<file path="src/rtl/niu32_pkg.sv">
`default_nettype none
// ============================================================================
//  Module      : niu32_pkg
//  Description : Shared Niu32 definitions: word size, memory-mapped I/O
//                register addresses and the MMIO responder state encoding.
//                Imported by the CPU side and by the I/O responder.
//  Revision    : 1.0  initial release
// ============================================================================
package niu32_pkg;

  localparam int WORD_SIZE = 32;

  // I/O register map (all word aligned, full 32-bit decode)
  localparam logic [31:0] ADDR_HEX     = 32'hFFFF_0000;
  localparam logic [31:0] ADDR_LEDR    = 32'hFFFF_0020;
  localparam logic [31:0] ADDR_LEDG    = 32'hFFFF_0040;
  localparam logic [31:0] ADDR_KEY     = 32'hFFFF_0100;
  localparam logic [31:0] ADDR_KEYEDGE = 32'hFFFF_0104;
  localparam logic [31:0] ADDR_SWITCH  = 32'hFFFF_0120;

  // Four-phase handshake sequencer states
  typedef enum logic [1:0] {
    ST_IDLE   = 2'd0,
    ST_ACCESS = 2'd1,
    ST_RESP   = 2'd2,
    ST_WAIT   = 2'd3
  } mmio_state_e;

endpackage
`default_nettype wire

</file>
<file path="src/rtl/SevenSeg.sv">
`default_nettype none
// ============================================================================
//  Module      : SevenSeg
//  Description : Hex digit to seven-segment pattern, active-low segments,
//                bit order {g,f,e,d,c,b,a}.
//  Ports       : hex [3:0] in  - digit value
//                seg [6:0] out - segment drive (0 = lit)
//  Revision    : 1.0  initial release
// ============================================================================
module SevenSeg (
  input  logic [3:0] hex,
  output logic [6:0] seg
);

  always_comb begin
    seg = 7'h7F;
    case (hex)
      4'h0: seg = 7'h40;
      4'h1: seg = 7'h79;
      4'h2: seg = 7'h24;
      4'h3: seg = 7'h30;
      4'h4: seg = 7'h19;
      4'h5: seg = 7'h12;
      4'h6: seg = 7'h02;
      4'h7: seg = 7'h78;
      4'h8: seg = 7'h00;
      4'h9: seg = 7'h10;
      4'hA: seg = 7'h08;
      4'hB: seg = 7'h03;
      4'hC: seg = 7'h46;
      4'hD: seg = 7'h21;
      4'hE: seg = 7'h06;
      4'hF: seg = 7'h0E;
      default: seg = 7'h7F;
    endcase
  end

endmodule
`default_nettype wire

</file>
<file path="src/rtl/niu32_key_debounce.sv">
`default_nettype none
// ============================================================================
//  Module      : niu32_key_debounce
//  Description : One board key: 2-flop synchroniser, inversion to
//                active-high, stability counter and a press pulse on the
//                cycle the debounced level goes released -> pressed.
//  Ports       : clk, reset_n         - clock, async active-low reset
//                key_n_in    in       - raw key, active-low, asynchronous
//                pressed     out      - debounced level, 1 = pressed
//                press_pulse out      - 1 for the edge that accepts a press
//  Revision    : 1.0  initial release
// ============================================================================
module niu32_key_debounce #(
  parameter int DEBOUNCE_CYCLES = 250000
) (
  input  logic clk,
  input  logic reset_n,
  input  logic key_n_in,
  output logic pressed,
  output logic press_pulse
);

  localparam int              CNT_W    = $clog2(DEBOUNCE_CYCLES + 1);
  localparam logic [CNT_W-1:0] CNT_LAST = CNT_W'(DEBOUNCE_CYCLES - 1);

  logic             meta_q, meta_d;
  logic             sync_q, sync_d;
  logic             stable_q, stable_d;
  logic [CNT_W-1:0] cnt_q, cnt_d;
  logic             synced;

  always_comb begin
    meta_d      = key_n_in;
    sync_d      = meta_q;
    synced      = ~sync_q;
    stable_d    = stable_q;
    cnt_d       = cnt_q;
    press_pulse = 1'b0;
    if (synced == stable_q) begin
      cnt_d = '0;
    end else if (cnt_q == CNT_LAST) begin
      stable_d    = synced;
      cnt_d       = '0;
      press_pulse = synced;
    end else begin
      cnt_d = cnt_q + 1'b1;
    end
  end

  // Synchroniser flops come out of reset at the raw "released" level (high)
  // so a key that is up during reset never looks pressed for two cycles.
  always_ff @(posedge clk or negedge reset_n) begin
    if (!reset_n) begin
      meta_q   <= 1'b1;
      sync_q   <= 1'b1;
      stable_q <= 1'b0;
      cnt_q    <= '0;
    end else begin
      meta_q   <= meta_d;
      sync_q   <= sync_d;
      stable_q <= stable_d;
      cnt_q    <= cnt_d;
    end
  end

  assign pressed = stable_q;

endmodule
`default_nettype wire

</file>
<file path="src/rtl/niu32_mmio_responder.sv">
`default_nettype none
// ============================================================================
//  Module      : niu32_mmio_responder
//  Description : Niu32 memory-mapped I/O target. Serves CPU loads/stores to
//                0xFFFF0000-0xFFFF01FF and owns HEX display, LEDs, debounced
//                keys with sticky press flags and synchronised switches.
//  Ports       : clk, reset_n            - clock, async active-low reset
//                req/wr/addr/wdata  in   - CPU request (held until ack)
//                rdata/ack/err      out  - response, ack is a 1-cycle pulse
//                key_in [3:0]       in   - raw keys, active-low
//                sw_in  [9:0]       in   - raw switches
//                ledr/ledg          out  - LED registers
//                hex0..hex3         out  - seven-segment digits of HEX reg
//  Revision    : 1.0  initial release
// ============================================================================
module niu32_mmio_responder
  import niu32_pkg::*;
#(
  parameter int DEBOUNCE_CYCLES = 250000
) (
  input  logic                 clk,
  input  logic                 reset_n,
  input  logic                 req,
  input  logic                 wr,
  input  logic [WORD_SIZE-1:0] addr,
  input  logic [WORD_SIZE-1:0] wdata,
  output logic [WORD_SIZE-1:0] rdata,
  output logic                 ack,
  output logic                 err,
  input  logic [3:0]           key_in,
  input  logic [9:0]           sw_in,
  output logic [9:0]           ledr,
  output logic [7:0]           ledg,
  output logic [6:0]           hex0,
  output logic [6:0]           hex1,
  output logic [6:0]           hex2,
  output logic [6:0]           hex3
);

  mmio_state_e          state_q, state_d;
  logic [WORD_SIZE-1:0] addr_q, addr_d;
  logic [WORD_SIZE-1:0] wdata_q, wdata_d;
  logic                 wr_q, wr_d;
  logic [15:0]          hex_reg_q, hex_reg_d;
  logic [9:0]           ledr_q, ledr_d;
  logic [7:0]           ledg_q, ledg_d;
  logic [3:0]           keyedge_q, keyedge_d;
  logic [WORD_SIZE-1:0] rdata_q, rdata_d;
  logic                 ack_q, ack_d;
  logic                 err_q, err_d;
  logic [9:0]           sw_meta_q, sw_meta_d;
  logic [9:0]           sw_sync_q, sw_sync_d;

  logic [3:0]           key_level;
  logic [3:0]           key_rise;
  logic [3:0]           keyedge_clr;
  logic [6:0]           seg [4];
  logic                 hit_hex, hit_ledr, hit_ledg, hit_key, hit_keyedge, hit_sw;
  logic                 acc_err;
  logic [WORD_SIZE-1:0] rd_val;
  logic                 unused_wdata_hi;

  generate
    for (genvar i = 0; i < 4; i++) begin : g_key
      niu32_key_debounce #(.DEBOUNCE_CYCLES(DEBOUNCE_CYCLES)) u_deb (
        .clk         (clk),
        .reset_n     (reset_n),
        .key_n_in    (key_in[i]),
        .pressed     (key_level[i]),
        .press_pulse (key_rise[i])
      );
    end
    for (genvar i = 0; i < 4; i++) begin : g_hex
      SevenSeg u_seg (
        .hex (hex_reg_q[4*i +: 4]),
        .seg (seg[i])
      );
    end
  endgenerate

  // Decode works from the latched request so the CPU may drop req early.
  always_comb begin
    hit_hex     = (addr_q == ADDR_HEX);
    hit_ledr    = (addr_q == ADDR_LEDR);
    hit_ledg    = (addr_q == ADDR_LEDG);
    hit_key     = (addr_q == ADDR_KEY);
    hit_keyedge = (addr_q == ADDR_KEYEDGE);
    hit_sw      = (addr_q == ADDR_SWITCH);
    acc_err     = ~(hit_hex | hit_ledr | hit_ledg | hit_key | hit_keyedge | hit_sw)
                | (addr_q[1:0] != 2'b00)
                | (wr_q & (hit_key | hit_sw));
    rd_val = '0;
    if (hit_hex)          rd_val = {16'h0, hex_reg_q};
    else if (hit_ledr)    rd_val = {22'h0, ledr_q};
    else if (hit_ledg)    rd_val = {24'h0, ledg_q};
    else if (hit_key)     rd_val = {28'h0, key_level};
    else if (hit_keyedge) rd_val = {28'h0, keyedge_q};
    else if (hit_sw)      rd_val = {22'h0, sw_sync_q};
  end

  always_comb begin
    state_d     = state_q;
    addr_d      = addr_q;
    wr_d        = wr_q;
    wdata_d     = wdata_q;
    hex_reg_d   = hex_reg_q;
    ledr_d      = ledr_q;
    ledg_d      = ledg_q;
    rdata_d     = rdata_q;
    ack_d       = 1'b0;
    err_d       = 1'b0;
    keyedge_clr = 4'h0;
    sw_meta_d   = sw_in;
    sw_sync_d   = sw_meta_q;
    case (state_q)
      ST_IDLE: begin
        if (req) begin
          addr_d  = addr;
          wr_d    = wr;
          wdata_d = wdata;
          state_d = ST_ACCESS;
        end
      end
      ST_ACCESS: begin
        rdata_d = '0;
        if (!acc_err) begin
          if (wr_q) begin
            if (hit_hex)     hex_reg_d   = wdata_q[15:0];
            if (hit_ledr)    ledr_d      = wdata_q[9:0];
            if (hit_ledg)    ledg_d      = wdata_q[7:0];
            if (hit_keyedge) keyedge_clr = wdata_q[3:0];
          end else begin
            rdata_d = rd_val;
          end
        end
        state_d = ST_RESP;
      end
      ST_RESP: begin
        ack_d   = 1'b1;
        err_d   = acc_err;
        state_d = ST_WAIT;
      end
      ST_WAIT: begin
        if (!req) state_d = ST_IDLE;
      end
      default: state_d = ST_IDLE;
    endcase
    // A press landing in the same cycle as a clear keeps its flag.
    keyedge_d = (keyedge_q & ~keyedge_clr) | key_rise;
  end

  always_ff @(posedge clk or negedge reset_n) begin
    if (!reset_n) begin
      state_q   <= ST_IDLE;
      addr_q    <= '0;
      wr_q      <= 1'b0;
      wdata_q   <= '0;
      hex_reg_q <= '0;
      ledr_q    <= '0;
      ledg_q    <= '0;
      keyedge_q <= '0;
      rdata_q   <= '0;
      ack_q     <= 1'b0;
      err_q     <= 1'b0;
      sw_meta_q <= '0;
      sw_sync_q <= '0;
    end else begin
      state_q   <= state_d;
      addr_q    <= addr_d;
      wr_q      <= wr_d;
      wdata_q   <= wdata_d;
      hex_reg_q <= hex_reg_d;
      ledr_q    <= ledr_d;
      ledg_q    <= ledg_d;
      keyedge_q <= keyedge_d;
      rdata_q   <= rdata_d;
      ack_q     <= ack_d;
      err_q     <= err_d;
      sw_meta_q <= sw_meta_d;
      sw_sync_q <= sw_sync_d;
    end
  end

  // Only the low 16 store-data bits feed any register.
  assign unused_wdata_hi = ^wdata_q[31:16];

  assign rdata = rdata_q;
  assign ack   = ack_q;
  assign err   = err_q;
  assign ledr  = ledr_q;
  assign ledg  = ledg_q;
  assign hex0  = seg[0];
  assign hex1  = seg[1];
  assign hex2  = seg[2];
  assign hex3  = seg[3];

endmodule
`default_nettype wire
</file>
<file path="config.mk">
export PLATFORM = sky130hd
export DESIGN_NAME = niu32_mmio_responder
export DESIGN_NICKNAME = d
export VERILOG_FILES = /design/src/rtl/niu32_pkg.sv /design/src/rtl/SevenSeg.sv /design/src/rtl/niu32_key_debounce.sv /design/src/rtl/niu32_mmio_responder.sv
export SDC_FILE = /design/constraint.sdc
export NUM_CORES = 1
export LEC_CHECK = 0
export CORE_UTILIZATION = 30
export CTS_CLUSTER_SIZE = 28
export DETAILED_ROUTE_END_ITERATION = 12
export PLACE_DENSITY = 0.57
export SYNTH_ARGS = -nofsm -noshare
export SYNTH_HDL_FRONTEND = slang
export SYNTH_HIERARCHICAL = 1
export SYNTH_SLANG_ARGS = --single-unit
</file>
<file path="constraint.sdc">
create_clock -name clk -period 3.7 [get_ports clk]
set_input_delay 1.11 -clock clk [delete_from_list [all_inputs] [get_ports clk]]
set_output_delay 1.11 -clock clk [all_outputs]
set_load 0.02 [all_outputs]
</file>
# --- Yosys cells after proc, flatten, opt, wreduce, memory -nomap -nowiden ---
# Memory sizes are Yosys's and may differ from the RTL's.
# Cells that the tools add are included.
word_totals:
  output_inout_bits: 80
  ramBits: 0
  memories: 4
  rom_bits: 448
  ff_bits: 227
  latch_bits: 0
classes:
  n_bitwise: 22
  addsub: 4
  n_mul: 0
  eq_ne: 19
  n_shift: 0
  muxes: 33
  order_cmp: 0
  div_mod_pow: 0
  reduce_logical: 11
memory_table:
  columns: ["memory", "words", "word_bits", "read_ports", "rd_clocked_by_memory_dff", "wr", "line", "text"]
  rows:
  - ["(no name shown)", 16, 7, 1, 0, 0, "SevenSeg.sv:17", "case (hex)"]
  - ["(no name shown)", 16, 7, 1, 0, 0, "SevenSeg.sv:17", null]
  - ["(no name shown)", 16, 7, 1, 0, 0, "SevenSeg.sv:17", null]
  - ["(no name shown)", 16, 7, 1, 0, 0, "SevenSeg.sv:17", null]
op_table:
  columns: ["operator", "count"]
  rows:
  - ["equality test 32 bit (second input constant)", 6]
  - ["2-to-1 mux 18 bit", 8]
  - ["2-to-1 mux 32 bit", 3]
  - ["adder 18 x 1 -> 18 bit (second input constant)", 4]
  - ["equality test 18 bit (second input constant)", 4]
  - ["2-to-1 mux 10 bit", 5]
  - ["2-to-1 mux 4 bit", 4]
  - ["AND reduction 2 bit", 6]
  - ["AND reduction 4 bit", 3]
  - ["2-to-1 mux 1 bit", 10]
  - ["NOT 1 bit", 10]
  - ["bitwise OR 1 bit", 8]
  - ["case mux 2 bit (4 select lines)", 1]
  - ["bitwise AND 4 bit", 1]
  - ["equality test 1 bit", 4]
  - ["equality test 2 bit (second input constant)", 2]
  - ["2-to-1 mux 2 bit", 2]
  - ["!= test 2 bit (second input constant)", 2]
  - ["NOT 4 bit", 1]
  - ["bitwise OR 4 bit", 1]
  - ["equality test 2 x 1 -> 1 bit (second input constant)", 1]
  - ["logical NOT 2 bit", 1]
  - ["nonzero test 2 bit", 1]
  - ["bitwise AND 1 bit", 1]

# --- Logic depth before layout (Yosys ltp) ---
logic_depth:
  depth_word: 14
  mapped_depth: 8

# --- Hierarchy ---
# The synthesis kept the hierarchy.
modules_own_cells:
  columns: ["mod", "cells_per_inst", "seq_area_each_um2", "instances", "area_per_inst_um2"]
  rows:
  - ["niu32_mmio_responder", 375, 3178.0, 1, 5275.1]
  - ["niu32_key_debounce", 100, 528.0, 4, 1051.0]
  - ["SevenSeg", 32, 0.0, 4, 275.3]

# --- Least setup slack after synthesis ---
# OpenSTA, ideal clock, no wires.
synth_path:
  path_type: "reg-to-output"
  start: "register hex_reg_q[13]"
  end: "output port hex3[0]"
  arrival_time_ps: 1529
  n_path_buf: 0
  path_slack_ps: 1061
  stages_incl_launch_ff: 6
  required_ps: 2590
  path_cell_list: "dfrtp_1 -> inv_1 -> ha_1 -> and2b_2 -> or3b_1 -> o21ai_0"
synth_via:
  elab_chain_cells: 1
synth_rtl:
  columns: ["element", "line", "text"]
  rows:
  - ["from (decl)", "niu32_mmio_responder.sv:44", "logic [15:0] hex_reg_q, hex_reg_d;"]
  - ["from (signal assigned)", "niu32_mmio_responder.sv:172", "hex_reg_q <= hex_reg_d;"]
  - ["memory (16 x 7 bit)", null, null]
  - ["to (decl)", "niu32_mmio_responder.sv:37", "output logic [6:0] hex3"]
# No other way between the ends.

# --- Final worst setup path ---
layout_path:
  start: "register hex_reg_q[8]"
  end: "output port hex2[3]"
layout_via:
  elab_chain_cells: 1
layout_rtl:
  columns: ["element", "line", "text"]
  rows:
  - ["memory (16 x 7 bit)", null, null]
  - ["to (decl)", "niu32_mmio_responder.sv:36", "output logic [6:0] hex2,"]
# No other way between the ends.

==> results.md <==
* Outcome: finished clean
* Slew @ Worst Pin at just under 1000 ps
* Critical path class: reg -> out
* Post-Syn Area at roughly 11,000 um^2
* Setup TNS at 0 ps
* Clock tree sinks at between 200 and 250
* Top cell type's share of synthesized area at 48.0%
* Die area at between 30,000 and 40,000 um^2
* Routed vias/inst at 4.76
* PortBufs at between 100 and 150
* Row cnt at between 60 and 70
* Clock transition at path regs at approximately 50 ps
* Critical Path RT at around 2600 ps
* Largest net degree at the start of global routing at 92
* Final #Nets at between 1k and 1.5k
* Dpl hpwl at ~17 mm
* CTS resizes at 5
* Filler instances at 3,368
* Crit Path Max Fanout at 9
* Crit path capture type: primary output
* Post-route insts no fill at 1,510
* CTS root buf: clkbuf_16
* Iter 0 DRT Violations at around 340
* Initial antenna violation count at 0
* DRC viols at 0
* Tot GR Track Use at around an eighth
* Hold Crit Class: reg -> reg
* Achievable Freq at 279 MHz
* First-pass GRT wire length at about 38 mm
* Routed wire length at 23.8 mm
* Sequential area share after synthesis at between 50% and 60%
* Die X at between 150 and 200 um
* Post-CTS Setup Bufs at 0
* Unrepaired setup endpoints after global routing: no
* Core area at roughly 35,000 um^2
* First-pass detailed-route iteration total at 5
* Final worst slack at about 110 ps
* Syn Inst Count at roughly 900
* Post-synth top area cell: dfrtp_1
* Final period util at between 90 and 100%
* Top FF cell, synth: dfrtp_1
* Antenna Nets Post-Route at 0
* Ports at between 150 and 200
* Post-synthesis cell type count at 56
* Top post-synthesis cells by area: dfrtp_1, mux2_2, ha_1
* Area growth syn-to-layout at 23.6%
* Max-cap violations at 0
* Placer Congestion at ~0.78
* CTS tree: built
* Remaining global-route overflow at 0
* Worst skew pair latency at 510 ps
* Hold-fix buffers, CTS at 0
* Placed insts at between 1k and 1.5k
* Starting density of the core at between 30% and 40%
* Crit path launch type: flip-flop
* Diodes inserted at 0
* Max Buffers Root-to-Sink at 3
* Layout cell share with drive strength beyond 1 at between 15 and 20%
* Minimum clock period at approximately 3600 ps
* Seq cells post-synth at 211
* DR WL/cell at approximately 16 um
* Ys Warns at 6
* Final hold vios at 0
* Slew HR at about a third
* Syn Area/Cell at 11.7 um^2
* Maximum vdd drop at ~0.3 mV
* FFs w/ async S/R, synth at between 90% and 100%
* Die height at 190 um
* Vias at 7,191
* Pwr/cell area at approximately 470 nW/um^2
* Vias in the first global route at roughly 6.9k
* Crit path arrival time at about 2500 ps
* Slew Limit Fails at 0
* Max Clock Skew at roughly 10 ps
* Static leakage at 5.51 nW
* Cts bufs inserted at 25
* Place WS at between 400 and 500 ps
* EDFF count, synth at 0
* Count of final setup violators at 0
* H-Tree Depth at 1
* Pwr Total at approximately 6 mW
final timing paths:
kind                                            end  slack [ps]    startpoint  cells past startpoint
setup / recovery                            hex2[3]         110  hex_reg_q[8]                      5
hold / removal                         sw_sync_q[8]         350  sw_meta_q[8]                      0
setup reg to reg                       hex_reg_q[0]         750     addr_q[0]                      5
hold reg to reg                        sw_sync_q[8]         350  sw_meta_q[8]                      0
max in group asynchronous                state_q[1]        2250       reset_n                      2
min in group asynchronous  g_key[1].u_deb/cnt_q[13]         670       reset_n                      1
per-layer routing:
metal | GRT usage (%) | wire length (um) | part of all wire (%) | vias to the layer above
li1 | - | - | - | 3476
met1 | 18.2 | 10900 | 46 | 3536
met2 | 20.9 | 11000 | 46 | 151
met3 | 3.27 | 1550 | 6.5 | 28
met4 | 3.23 | 314 | 1.3 | 0
met5 | 0 | 0 | 0 | -
cells in the final DEF, fill, tap and decap left out, types with 5 or more instances in the layout:
master	count
mux2i_1	31
nand3_1	26
clkbuf_1	8
nand4_1	23
a31oi_1	6
nand2_1	33
ha_1	37
nor4_1	28
dfrtp_1	197
or4_4	9
conb_1	16
mux2_4	10
nand4_2	5
dfstp_2	8
a22o_1	14
mux2_2	79
or4_1	5
a21oi_1	15
o2bb2ai_1	7
nor2_1	102
xor2_1	16
o21ai_0	20
inv_1	30
nor3_1	21
buf_4	8
clkdlybuf4s50_1	124
a221oi_1	7
dfrtp_2	6
xnor2_1	44
clkbuf_8	7
clkbuf_16	25
nand2b_1	7
and3_1	7
area by class of cell:
class	instances	area, um^2	share of cell area (%)
inverter	30	113	0.861
clock buffer	39	738	5.64
tap	455	569	4.35
clock inverter	4	20.0	0.153
multi-input combinational	631	4930	37.7
sequential	211	5300	40.5
timing repair buffer	140	1410	10.8
worst max-delay path, cell delays in order, from the launching register on:
cell and delay (ps):
dfrtp_2 460, inv_1 130, ha_1 300, inv_1 40, mux4_1 490, clkdlybuf4s50_1 560
Yosys cell counts (6+ instances only):
cell       number
dfrtp_1       203
nor2_1        102
mux2_2         79
xnor2_1        44
ha_1           37
nand2_1        34
mux2i_1        31
inv_1          30
nor4_1         28
nand3_1        26
nand4_1        23
nor3_1         21
o21ai_0        20
buf_4          16
xor2_1         16
a21oi_1        15
clkbuf_1       15
a22o_1         14
mux2_4         10
buf_6           9
or4_4           9
dfstp_2         8
a221oi_1        7
and3_1          7
nand2b_1        7
o2bb2ai_1       7
a31oi_1         6
power by group:
group	switching, mW	internal (mW)	total (mW)
sequential	0.292	2.64	2.93
combinational	0.421	0.507	0.928
clock	0.919	1.36	2.27
metrics by stage:
| step | utilization, % | area, um^2 | hold WS (ps) |
|---|---|---|---|
| finish | 37.8 | 13100 | 347 |
| floorplan | - | 10600 | 331 |
| CTS | 37.8 | 13100 | 348 |
| detailed placement | 35.6 | 12300 | 336 |
| global route | 37.8 | 13100 | 357 |
| global placement | 35.6 | 12300 | 332 |
logic make-up after synthesis:
| kind of cell | share of synthesized area (%) |
|---|---|
| compound gates | 6.66 |
| xor+xnor | 4.97 |
| fa+ha+maj | 4.38 |
| buf+inv | 3.96 |
| flops | 50.0 |
| mux | 13.8 |
| other cells | 0.0354 |
| simple gates | 16.2 |
state kept, by name, summed over array words and instances (netlist names), 8 cells and up:
signal and flops:
g_key.u_deb/cnt_q 72, addr_q 32, hex_reg_q 16, rdata 16, wdata_q 16, ledr 10
sw_meta_q 10, sw_sync_q 10, ledg 8
(Power assumes the default switching activity.)
